**src/rtl/pipeline_pkg.sv**
```systemverilog
// Shared definitions for the RV32I pipeline: data width, reset PC, the
// canonical NOP used for bubbles, the fetch FSM states and the register
// field positions decode/hazard logic extract from an instruction word.
package pipeline_pkg;

  localparam int unsigned XLEN      = 32;
  localparam logic [31:0] RESET_PC  = 32'h0000_0000;
  localparam logic [31:0] NOP_INSTR = 32'h0000_0013;  // addi x0,x0,0

  localparam int unsigned RS1_LSB = 15;
  localparam int unsigned RS2_LSB = 20;

  typedef enum logic [1:0] {
    IDLE,
    REQ,
    HOLD
  } fetch_state_t;

endpackage

```
**src/rtl/if_id_reg.sv**
```systemverilog
// IF/ID pipeline register.
// Ports:
//   clk, rst_n          clock, asynchronous active-low reset
//   en                  load enable (driven by !StallD)
//   clr                 synchronous clear to a bubble, wins over en (FlushD)
//   instr_next..valid_next  values to capture
//   instr, pc, pc_plus4, valid  registered outputs
module if_id_reg
  import pipeline_pkg::*;
#(
  parameter int unsigned XLEN      = pipeline_pkg::XLEN,
  parameter logic [31:0] NOP_INSTR = pipeline_pkg::NOP_INSTR
) (
  input  logic            clk,
  input  logic            rst_n,
  input  logic            en,
  input  logic            clr,
  input  logic [31:0]     instr_next,
  input  logic [XLEN-1:0] pc_next,
  input  logic [XLEN-1:0] pc_plus4_next,
  input  logic            valid_next,
  output logic [31:0]     instr,
  output logic [XLEN-1:0] pc,
  output logic [XLEN-1:0] pc_plus4,
  output logic            valid
);

  always_ff @(posedge clk or negedge rst_n) begin
    if (!rst_n) begin
      instr    <= NOP_INSTR;
      pc       <= '0;
      pc_plus4 <= '0;
      valid    <= 1'b0;
    end else if (clr) begin
      instr    <= NOP_INSTR;
      pc       <= '0;
      pc_plus4 <= '0;
      valid    <= 1'b0;
    end else if (en) begin
      instr    <= instr_next;
      pc       <= pc_next;
      pc_plus4 <= pc_plus4_next;
      valid    <= valid_next;
    end
  end

endmodule

```
**src/rtl/fetch_stage.sv**
```systemverilog
// Instruction fetch stage with IF/ID register.
// Owns PCF, drives a variable-latency req/ready instruction memory port and
// presents InstrD/PCD/PCPlus4D/ValidD (+ Rs1_D/Rs2_D) to decode.
// Ports:
//   clk, rst_n                 clock, asynchronous active-low reset
//   StallF, StallD, FlushD     hazard controls
//   PCSrcE, PCTargetE          redirect from execute
//   imem_req, imem_addr        fetch request / address (= PCF)
//   imem_ready, imem_rdata     completion strobe / instruction word
//   InstrD, PCD, PCPlus4D, ValidD, Rs1_D, Rs2_D   decode-side outputs
module fetch_stage
  import pipeline_pkg::*;
#(
  parameter int unsigned XLEN      = pipeline_pkg::XLEN,
  parameter logic [XLEN-1:0] RESET_PC = XLEN'(pipeline_pkg::RESET_PC),
  parameter logic [31:0] NOP_INSTR = pipeline_pkg::NOP_INSTR
) (
  input  logic            clk,
  input  logic            rst_n,
  input  logic            StallF,
  input  logic            StallD,
  input  logic            FlushD,
  input  logic            PCSrcE,
  input  logic [XLEN-1:0] PCTargetE,
  output logic            imem_req,
  output logic [XLEN-1:0] imem_addr,
  input  logic            imem_ready,
  input  logic [31:0]     imem_rdata,
  output logic [31:0]     InstrD,
  output logic [XLEN-1:0] PCD,
  output logic [XLEN-1:0] PCPlus4D,
  output logic            ValidD,
  output logic [4:0]      Rs1_D,
  output logic [4:0]      Rs2_D
);

  fetch_state_t    state, state_next;
  logic [XLEN-1:0] pcf, pcf_next;
  logic [XLEN-1:0] redir_pc, redir_pc_next;
  logic            redir_pending, redir_pending_next;
  logic [31:0]     hold_instr, hold_instr_next;
  logic [XLEN-1:0] pcf_plus4;
  logic            complete;

  logic [31:0]     ifid_instr;
  logic [XLEN-1:0] ifid_pc, ifid_pc_plus4;
  logic            ifid_valid;

  assign imem_req  = (state == REQ);
  assign imem_addr = pcf;
  assign complete  = (state == REQ) && imem_ready;
  assign pcf_plus4 = pcf + XLEN'(4);

  always_ff @(posedge clk or negedge rst_n) begin
    if (!rst_n) begin
      state         <= IDLE;
      pcf           <= RESET_PC;
      redir_pc      <= '0;
      redir_pending <= 1'b0;
      hold_instr    <= '0;
    end else begin
      state         <= state_next;
      pcf           <= pcf_next;
      redir_pc      <= redir_pc_next;
      redir_pending <= redir_pending_next;
      hold_instr    <= hold_instr_next;
    end
  end

  always_comb begin
    state_next         = state;
    pcf_next           = pcf;
    redir_pc_next      = redir_pc;
    redir_pending_next = redir_pending;
    hold_instr_next    = hold_instr;
    // IF/ID sees a bubble unless a word is actually delivered this cycle
    ifid_instr    = NOP_INSTR;
    ifid_pc       = '0;
    ifid_pc_plus4 = '0;
    ifid_valid    = 1'b0;

    case (state)
      IDLE: begin
        state_next = REQ;
        if (PCSrcE) pcf_next = PCTargetE;
      end
      REQ: begin
        if (PCSrcE) begin
          if (imem_ready) begin
            pcf_next           = PCTargetE;
            redir_pending_next = 1'b0;
          end else begin
            // address must stay put until the outstanding fetch completes
            redir_pc_next      = PCTargetE;
            redir_pending_next = 1'b1;
          end
        end else if (complete && redir_pending) begin
          pcf_next           = redir_pc;
          redir_pending_next = 1'b0;
        end else if (complete) begin
          // a word completing while either side is held is parked, not lost
          if (StallF || StallD) begin
            hold_instr_next = imem_rdata;
            state_next      = HOLD;
          end else begin
            ifid_instr    = imem_rdata;
            ifid_pc       = pcf;
            ifid_pc_plus4 = pcf_plus4;
            ifid_valid    = 1'b1;
            pcf_next      = pcf_plus4;
          end
        end
      end
      HOLD: begin
        if (PCSrcE) begin
          pcf_next   = PCTargetE;
          state_next = REQ;
        end else if (!StallF && !StallD) begin
          ifid_instr    = hold_instr;
          ifid_pc       = pcf;
          ifid_pc_plus4 = pcf_plus4;
          ifid_valid    = 1'b1;
          pcf_next      = pcf_plus4;
          state_next    = REQ;
        end
      end
      default: state_next = IDLE;
    endcase
  end

  if_id_reg #(
    .XLEN      (XLEN),
    .NOP_INSTR (NOP_INSTR)
  ) u_if_id (
    .clk           (clk),
    .rst_n         (rst_n),
    .en            (!StallD),
    .clr           (FlushD),
    .instr_next    (ifid_instr),
    .pc_next       (ifid_pc),
    .pc_plus4_next (ifid_pc_plus4),
    .valid_next    (ifid_valid),
    .instr         (InstrD),
    .pc            (PCD),
    .pc_plus4      (PCPlus4D),
    .valid         (ValidD)
  );

  assign Rs1_D = InstrD[RS1_LSB +: 5];
  assign Rs2_D = InstrD[RS2_LSB +: 5];

endmodule
```
**config.mk**
```make
export PLATFORM = sky130hd
export DESIGN_NAME = fetch_stage
export DESIGN_NICKNAME = d
export VERILOG_FILES = /design/src/rtl/pipeline_pkg.sv /design/src/rtl/if_id_reg.sv /design/src/rtl/fetch_stage.sv
export SDC_FILE = /design/constraint.sdc
export NUM_CORES = 1
export LEC_CHECK = 0
export CAP_MARGIN = 20
export CORE_UTILIZATION = 50
export DETAILED_ROUTE_END_ITERATION = 7
export HOLD_SLACK_MARGIN = 0.05
export PLACE_DENSITY = 0.85
export SLEW_MARGIN = 10
export SYNTH_ARGS = -nofsm -noshare
export SYNTH_HDL_FRONTEND = slang
export SYNTH_HIERARCHICAL = 1
export SYNTH_SLANG_ARGS = --single-unit
```
**constraint.sdc**
```tcl
create_clock -name clk -period 4.1 [get_ports clk]
set_input_delay 0.615 -clock clk [delete_from_list [all_inputs] [get_ports clk]]
set_output_delay 0.615 -clock clk [all_outputs]
set_load 0.01 [all_outputs]
```
After elaboration in Yosys (flattened, before gate mapping). Cells that the tools add are included.

Output and inout bits: 140. Bits of input ports: 71. Flip-flop bits (word level): 196.

Bitwise operators: 3. Muxes and demuxes: 55. Equal/unequal tests: 12. Reductions and logical operators: 14. Add/sub/neg operators: 1.

Operators by type and width (count): $mux W32 (32); $pmux W32 S2 (3); $pmux W32 S3 (1); $add A32 B3 Y32 const B (1); $mux W2 (6); $mux W1 (11); $reduce_and A5 Y1 (2); $ne A2 B1 Y1 const B (3); $ne A2 B2 Y1 const B (3); $pmux W2 S3 (1); $reduce_and A6 Y1 (1); $ne A4 B2 Y1 const B (1); $ne A4 B4 Y1 const B (1); $logic_and A1 B1 Y1 (3); $ne A3 B2 Y1 const B (1); $ne A3 B3 Y1 const B (1); $not A1 Y1 (3); $reduce_and A3 Y1 (1); $reduce_bool A3 Y1 (1); $eq A2 B1 Y1 const B (1); $eq A2 B2 Y1 const B (1); $logic_not A1 Y1 (2); $logic_not A2 Y1 (1); $pmux W1 S2 (1); 3 further kinds (3).

Depth between registers and ports, before layout. Gate-level depths: netlist of the first run.

Depth after elaboration: 8. Mapped depth: 11. Gate-level depth less buffers: 9.

Cells and area by module. Netlist of the first run, hierarchy kept.

Modules (own cells, without submodules): fetch_stage (seq. area each 2477.4 µm², cells an instance 710, instances 1, area an instance 6487.5 µm²); if_id_reg (seq. area each 2431.1 µm², cells an instance 313, instances 1, area an instance 3930.0 µm²).

Worst setup path before layout of the first run. No wires, ideal clock.

Kind: input -> register. Start point: input port StallD. End point: register u_if_id.pc[0]. Path slack: 2.009 ns. Library setup time: 0.072 ns. Arrival: 2.019 ns. Stages on the path: 9. Buffers on the path: 1. Cell sequence: nor2_1 > nand2_1 > nor3_1 > o21ai_1 > inv_1 > clkbuf_1 > and2_1 > mux2i_1 > nor2_1.

Longest elaborated chain between the ends: 8. Elaborated cells between the ends (all ways): 13. Those cells by class: 1 x eq/ne; 9 x mux; 3 x reduce/logical.

RTL lines: from (decl) (RTL line fetch_stage.sv:21) `input logic StallD,`; $logic_or A1 B1 Y1 (RTL line fetch_stage.sv:102) `if (StallF || StallD) begin`; $mux W32 (RTL line fetch_stage.sv:102); $mux W32 (RTL line fetch_stage.sv:100) `end else if (complete) begin`; $mux W32 (RTL line fetch_stage.sv:97) `end else if (complete && redir_pending) begin`; $mux W32 (RTL line fetch_stage.sv:88) `if (PCSrcE) begin`; $pmux W32 S2 (*) (RTL line fetch_stage.sv:82) `case (state)`; named net ifid_pc[0] (RTL line fetch_stage.sv:46) `logic [XLEN-1:0] ifid_pc, ifid_pc_plus4;`; $mux W32 (*) (RTL line if_id_reg.sv:39) `end else if (en) begin`; $mux W32 (*) (RTL line if_id_reg.sv:34) `end else if (clr) begin`; to (signal assigned) (RTL line if_id_reg.sv:41) `pc <= pc_next;`; to (decl) (RTL line if_id_reg.sv:23) `output logic [XLEN-1:0] pc,`.

Mark *: on every way through the listed nets, which the timed path passes. The rest lies on a longest branch. The select of a mux whose other input is x is not followed. A chain may end at the register's enable or synchronous reset.

Worst setup path after layout of the first run.
Start point: register state[0]. End point: register u_if_id.pc[10].

Longest elaborated chain between the ends: 8. Elaborated cells between the ends (all ways): 10. Those cells by class: 2 x eq/ne; 6 x mux; 2 x reduce/logical.

RTL lines: from (decl) (RTL line fetch_stage.sv:37) `fetch_state_t state, state_next;`; from (signal assigned) (RTL line fetch_stage.sv:62) `state <= state_next;`; $eq A2 B1 Y1 (RTL line fetch_stage.sv:51, fetch_stage.sv:82); $logic_and A1 B1 Y1 (RTL line fetch_stage.sv:51) `assign complete = (state == REQ) && imem_ready;`; $mux W32 / $logic_and A1 B1 Y1 (equally long branches) (RTL line fetch_stage.sv:100, fetch_stage.sv:97); $mux W32 (RTL line fetch_stage.sv:97); $mux W32 (RTL line fetch_stage.sv:88); $pmux W32 S2 (*) (RTL line fetch_stage.sv:82); named net ifid_pc[10] (RTL line fetch_stage.sv:46); $mux W32 (*) (RTL line if_id_reg.sv:39); $mux W32 (*) (RTL line if_id_reg.sv:34).

Marks and branches as above.

==> results of run 1 <==
-- registers in the layout, summed over array words and instances, names as in the netlist --
register	flops
state	2
u_if_id/pc	32
redir_pending	1
u_if_id/instr	32
hold_instr	32
imem_addr	32
u_if_id/valid	1
u_if_id/pc_plus4	32
redir_pc	32
-- routing by layer --
metal  global-route usage  share of wire  vias up
li1                     -              -     3963
met1                0.362           0.39     4323
met2                0.443           0.47      488
met3               0.0766           0.10       77
met4                0.110          0.032        0
met5                    0              0        -
-- Yosys cell counts (22+ instances only) --
cell | instances | share of area
a21oi_1 | 26 | 0.012
a22oi_1 | 39 | 0.028
and2_1 | 23 | 0.014
buf_2 | 22 | 0.011
clkbuf_1 | 35 | 0.013
dfrtp_1 | 193 | 0.46
inv_1 | 22 | 0.0079
mux2_2 | 64 | 0.069
mux2i_1 | 99 | 0.095
nand2_1 | 28 | 0.010
nor2_1 | 212 | 0.076
o21ai_0 | 32 | 0.015
-- worst max-delay path, delay by kind of cell (launching register included) --
family | cells | cell delay [ns]
flip-flops | 1 | 0.40
buffers and inverters | 3 | 1.06
adder cells (fa/ha/maj) | 1 | 0.59
AND/OR/NAND/NOR | 3 | 0.62
multiplexers | 1 | 0.07
AO/OA/AOI/OAI | 1 | 0.08
-- stage by stage --
stage | power, mW | util
floorplan | 4.80 | -
global placement | 5.86 | 0.623
detailed placement | 5.98 | 0.623
CTS | 7.75 | 0.652
global route | 8.16 | 0.652
finish | 7.77 | 0.652
-- path summary, 6_finish.rpt --
path                                            start                           end  slack [ns]  cells after the start
max                              state[0]$_DFFE_PN0P_    u_if_id/pc[10]$_DFFE_PN0P_        1.18                      9
min                                             rst_n    u_if_id/pc[11]$_DFFE_PN0P_        0.26                      1
max reg2reg                      state[0]$_DFFE_PN0P_    u_if_id/pc[10]$_DFFE_PN0P_        1.18                      9
min reg2reg                hold_instr[18]$_DFFE_PN0P_    hold_instr[18]$_DFFE_PN0P_        0.51                      1
max in group asynchronous                       rst_n  u_if_id/instr[4]$_DFFE_PN1P_        2.82                      2
min in group clk           hold_instr[18]$_DFFE_PN0P_    hold_instr[18]$_DFFE_PN0P_        0.51                      1
-- area by class of cell --
class	instances	area, sq um	area share
clock inverter	12	168	0.0127
sequential	196	4910	0.371
timing repair buffer	237	2320	0.175
tap	270	338	0.0255
inverter	23	91.3	0.00690
clock buffer	20	437	0.0330
antenna	1	2.50	0.000189
multi-input combinational	721	4980	0.376
-- report_power, final --
group | total [mW] | internal (mW) | switching [mW]
combinational | 3.08 | 1.41 | 1.67
sequential | 2.93 | 2.44 | 0.495
clock | 1.76 | 0.974 | 0.784
total | 7.77 | 4.82 | 2.95
-- cell families (layout without fill, tap and decap cells) --
group                    after synthesis  after routing  share of synthesized area
AO/OA/AOI/OAI                        185            185                      0.129
XOR/XNOR                              27             27                     0.0227
adder cells (fa/ha/maj)                5              5                    0.00601
buffers and inverters                106            292                     0.0524
flip-flops                           196            196                      0.471
multiplexers                         163            163                      0.164
other                                  0              1                          0
AND/OR/NAND/NOR                      341            341                      0.155
==> run_results.csv, run 1 <==
group,metric,value,unit
worst_setup_path,cp-end-kind,"register",
sta,finalSetupViolCount,0,
final_layout,layout_common_cells,"211 x nor2_1, 208 x clkdlybuf4s50_1, 193 x dfrtp_1, 99 x mux2i_1, 64 x mux2_2",
final_layout,fin_area,0.0132,sq mm
clock_tree,cts_setup_buffers,0,
synthesis,synthFlopType,"dfrtp_1",
clock_tree,postCtsHoldBufs,0,
clock_tree,root_buffer,"clkbuf_16",
synthesis,synthArstFlopShare,1.00,
global_routing,grt_pass1_wl,46700,um
synthesis,ys_ff_latch,196,
clock_tree,cts.htree.levels,4,
worst_setup_path,path_class,"reg -> reg",
sta,rsz0062_at_grt,"false",
floorplan,row_count,52,
worst_setup_path,cp-start-kind,"register",
route,drc_errors,0,
pwr,p_leak,5.76,nW
floorplan,die_h,146,um
route,wirelength,29600,um
worst_setup_path,arrival,3.29,ns
clock_tree,cts_resized,0,
sta,fmax,343,MHz
clock_tree,clock_latency,0.44,ns
route,vias,8851,
worst_setup_path,required,4.47,ns
sta,finalHoldViolations,0,
synthesis,yosysWarnings,6,
clock_tree,clock-sinks,196,
clock_tree,numCtsBuffers,17,
worst_setup_path,crit_chain,"inv_1 -> ha_1 -> inv_1 -> nor2_2 -> o21ai_4 -> inv_1 -> and2_1 -> mux2i_1 -> nor2_1",
final_layout,fin_nets,1272,
floorplan,die_area,0.0214,sq mm
global_routing,grt_pass1_vias,8708,
global_routing,grt_max_degree,105,
synthesis,ys_types,78,
route,antenna_left,0,
pwr,ir_worst_vdd,0.000398,V
synthesis,synth-edff-count,0,
floorplan,fp.dieW,146,um
run,maxCapViolCount,0,
route,vias_per_cell,5.98,
final_layout,layout_commonest_cell,"nor2_1",
route,drtIter0Drc,676,
worst_setup_path,slowest_delay,0.62,ns
global_routing,grt.total_usage,0.279,
final_layout,final_cells,1480,
worst_setup_path,slowest_stage,"inv_1",
floorplan,core,0.0203,sq mm
final_layout,syn_to_final_growth,27.1,%
synthesis,syn_inst,1023,
sta,slew_viol_final,0,
pwr,power_density,587,mW/mm^2
sta,worst_slew_pin_slew,0.903,ns
run_status,status,"finished, final reports clean",
placement,placedCellCount,1447,
synthesis,syn-num-nets,1099,
placement,dp_slack,0.826,ns
worst_setup_path,critPathMaxFanout,22,
sta,hold_ws,0.260,ns
placement,dpl-instance-area,0.0126,sq mm
placement,place_congestion,0.949,
placement,dp_hpwl,19900,um
synthesis,synth_area_per_cell,10.2,sq um
route,drtPass1Iterations,5,
sta,fin_setup_tns,0,ns
synthesis,yosysSeqAreaShare,0.471,
placement,io_buffers,210,
synthesis,synth_area,0.0104,sq mm
clock_tree,clock_path_buffers,2,
clock_tree,clk_pin_slew,0.08,ns
sta,period_share,0.712,
floorplan,ios,211,
floorplan,start_util,0.513,
route,wl_per_cell,20.0,um
clock_tree,cts_tree,"yes",
final_layout,layout-drive-gt1-share,0.128,
global_routing,antenna_found_initial,1,
sta,fin_crit,2.92,ns
global_routing,overflow,0,
worst_hold_path,hold_path_class,"in -> async",
final_layout,n_fill_cell,1618,
sta,worst_slack,1.18,ns
sta,maxSlewHeadroom,0.398,
worst_setup_path,path_common_cell,"inv_1",
sta,clock_skew,0.0110,ns
No activity file was read; power rests on OpenSTA's default activity.
==> inputs of run 2 (changes only) <==
Settings changed: CORE_UTILIZATION 50 to 47, PLACE_DENSITY 0.85 to 0.84.
Clock period 4.1 ns to 2.3 ns, I/O delays scaled along.
==> run 2 against run 1 <==
Compared with the run above: cell count grew 4.6%; via count grew 3.4%; highest routed layer unchanged; die area grew 6.3%; cell area grew 4.6%; core utilization shrank 1.5 points; critical endpoint is now imem_addr[29]$_DFFE_PN0P_; critical path depth shrank 2; first-iteration DRC count grew 28%; routed wire length grew 5.6%; clock skew grew 0.00073 ns.
==> run_results.csv, run 2 (synthesis gave the netlist of run 1 again) <==
group,metric,value,unit
run_status,status,"finished, final reports clean",
sta,slew_viol_final,0,
worst_setup_path,worst_r2r_path_depth,7,
clock_tree,cts_tree,"yes",
final_layout,layout-drive-gt1-share,0.173,
final_layout,insertedDiodeCount,0,
global_routing,grt_pass1_vias,9254,
global_routing,grt_max_degree,63,
clock_tree,clk_pin_slew,0.08,ns
final_layout,syn_to_final_growth,33.0,%
clock_tree,clock_latency,0.44,ns
pwr,power_density,1030,mW/mm^2
final_layout,fin_nets,1331,
sta,maxSlewHeadroom,0.691,
sta,finalSetupViolCount,0,
placement,dp_hpwl,22000,um
placement,io_buffers,210,
sta,worst_slew_pin_slew,0.462,ns
worst_setup_path,slowest_stage,"ha_1",
pwr,seq_power_share,0.352,
worst_hold_path,hold_path_class,"in -> reg",
route,drtIter0Drc,865,
floorplan,start_util,0.479,
worst_hold_path,worstHoldStart,"FlushD",
final_layout,layout_commonest_cell,"nor2_1",
pwr,p_leak,6.12,nW
worst_setup_path,arrival,2.51,ns
route,antenna_left,0,
route,drc_errors,0,
pwr,combPwrFrac,0.442,
worst_setup_path,crit_chain,"inv_1 -> ha_1 -> nor2b_1 -> buf_4 -> o21ai_0 -> o32a_1 -> o22ai_1",
floorplan,row_count,54,
route,drtPass1Iterations,7,
placement,place_congestion,0.949,
route,vias_per_cell,5.91,
global_routing,grt.total_usage,0.283,
floorplan,die_area,0.0228,sq mm
route,wirelength,31300,um
run,maxCapViolCount,0,
sta,period_share,0.938,
clock_tree,numCtsBuffers,17,
pwr,clkPwrFrac,0.205,
worst_setup_path,timing.rr.end,"imem_addr[29]$_DFFE_PN0P_",
floorplan,core,0.0218,sq mm
floorplan,die_h,151,um
worst_hold_path,holdPathEnd,"u_if_id/pc[6]$_DFFE_PN0P_",
worst_setup_path,worstReg2RegStart,"state[1]$_DFFE_PN0P_",
clock_tree,cts_setup_buffers,0,
worst_hold_path,min_path_cells,2,
global_routing,antenna_found_initial,0,
route,vias,9152,
clock_tree,root_buffer,"clkbuf_16",
sta,fin_crit,2.16,ns
sta,finalHoldViolations,0,
clock_tree,clock-sinks,196,
pwr,ir_worst_vdd,0.000634,V
pwr,switching_share,0.385,
worst_setup_path,critPathMaxFanout,12,
floorplan,fp.dieW,151,um
route,wl_per_cell,20.2,um
worst_setup_path,r2r_slack,0.14,ns
sta,clock_skew,0.0118,ns
floorplan,ios,211,
placement,placedCellCount,1515,
sta,rsz0062_at_grt,"false",
worst_setup_path,cp-start-kind,"register",
worst_setup_path,cp-end-kind,"register",
global_routing,grt_pass1_wl,49500,um
global_routing,overflow,0,
worst_setup_path,required,2.66,ns
worst_setup_path,slowest_delay,0.49,ns
pwr,p_int,8.81,mW
clock_tree,cts.htree.levels,4,
pwr,power.switching,5.52,mW
clock_tree,clock_path_buffers,2,
sta,fin_setup_tns,0,ns
worst_setup_path,path_class,"reg -> reg",
final_layout,layout_common_cells,"211 x nor2_1, 207 x clkdlybuf4s50_1, 193 x dfrtp_1, 99 x mux2i_1, 70 x buf_4",
sta,fmax,464,MHz
final_layout,final_cells,1548,
run 2: power groups by stage:
stage / sequential (mW) / combinational (mW) / clock (mW)
after global placement: 5.02 / 6.00 / 0
final: 5.05 / 6.34 / 2.94
after global routing: 5.14 / 6.78 / 3.10
after floorplan: 5.08 / 3.47 / 0
after CTS: 5.03 / 6.24 / 2.96
after detailed placement: 5.09 / 6.18 / 0
run 2: per-stage QoR:
| step | hold WS [ns] | area [sq um] | power [mW] | setup slack, ns | utilization |
|---|---|---|---|---|---|
| 2_1_floorplan | 0.0494 | 10400 | 8.55 | 0.271 | - |
| 3_3_place_gp | 0.304 | 13300 | 11.0 | -0.0961 | 0.610 |
| 3_5_place_dp | 0.307 | 13300 | 11.3 | -0.207 | 0.610 |
| 4_1_cts | 0.297 | 13800 | 14.2 | 0.00216 | 0.636 |
| 5_1_grt | 0.317 | 13900 | 15.0 | 0.0264 | 0.637 |
| 6_report | 0.298 | 13900 | 14.3 | 0.143 | 0.637 |
run 2: layer usage:
layer,wire (um),part of all wire,up-vias,track usage
met3,3050,0.098,94,0.0771
met2,15300,0.49,509,0.474
met1,12000,0.38,4483,0.346
met4,921,0.029,0,0.109
li1,-,-,4066,-
met5,0,0,-,0
run 2: layout make-up:
| class | instances | area [sq um] |
|---|---|---|
| flip-flops and latches | 196 | 4910 |
| clock buffers | 19 | 453 |
| well taps | 280 | 350 |
| multi-input cells | 721 | 5000 |
| repair buffers | 296 | 2950 |
| clock inverters | 13 | 115 |
| fillers | 1699 | 7900 |
| inverters | 23 | 91.3 |
run 2: worst max-delay path, delay by kind of cell (launching register included):
kind	cells	cell delay [ns]
AOI/OAI and AO/OA	3	0.55
adders and majority gates	1	0.49
buffers and inverters	2	0.36
DFF	1	0.40
and+or+nand+nor	1	0.28
run 2: repair_timing:
item / 4_1_cts / 5_1_grt
endpoints found under the setup margin: 0 / 10
endpoints found under the hold margin: 42 / 0
resized for setup: 0 / 5
hold buffers: 1 / 0
run 2: worst max path at each step:
stage                     cells past startpoint                           end  slack [ns]                 start
after floorplan                               8     imem_addr[24]$_DFFE_PN0P_        0.27  state[1]$_DFFE_PN0P_
after global placement                        8  u_if_id/instr[4]$_DFFE_PN1P_        -0.1                StallD
after detailed placement                      8  u_if_id/instr[0]$_DFFE_PN1P_       -0.21                StallD
after CTS                                     4                      imem_req       0.002  state[1]$_DFFE_PN0P_
after global routing                          8     imem_addr[11]$_DFFE_PN0P_        0.03  state[1]$_DFFE_PN0P_
final                                         7     imem_addr[29]$_DFFE_PN0P_        0.14  state[1]$_DFFE_PN0P_
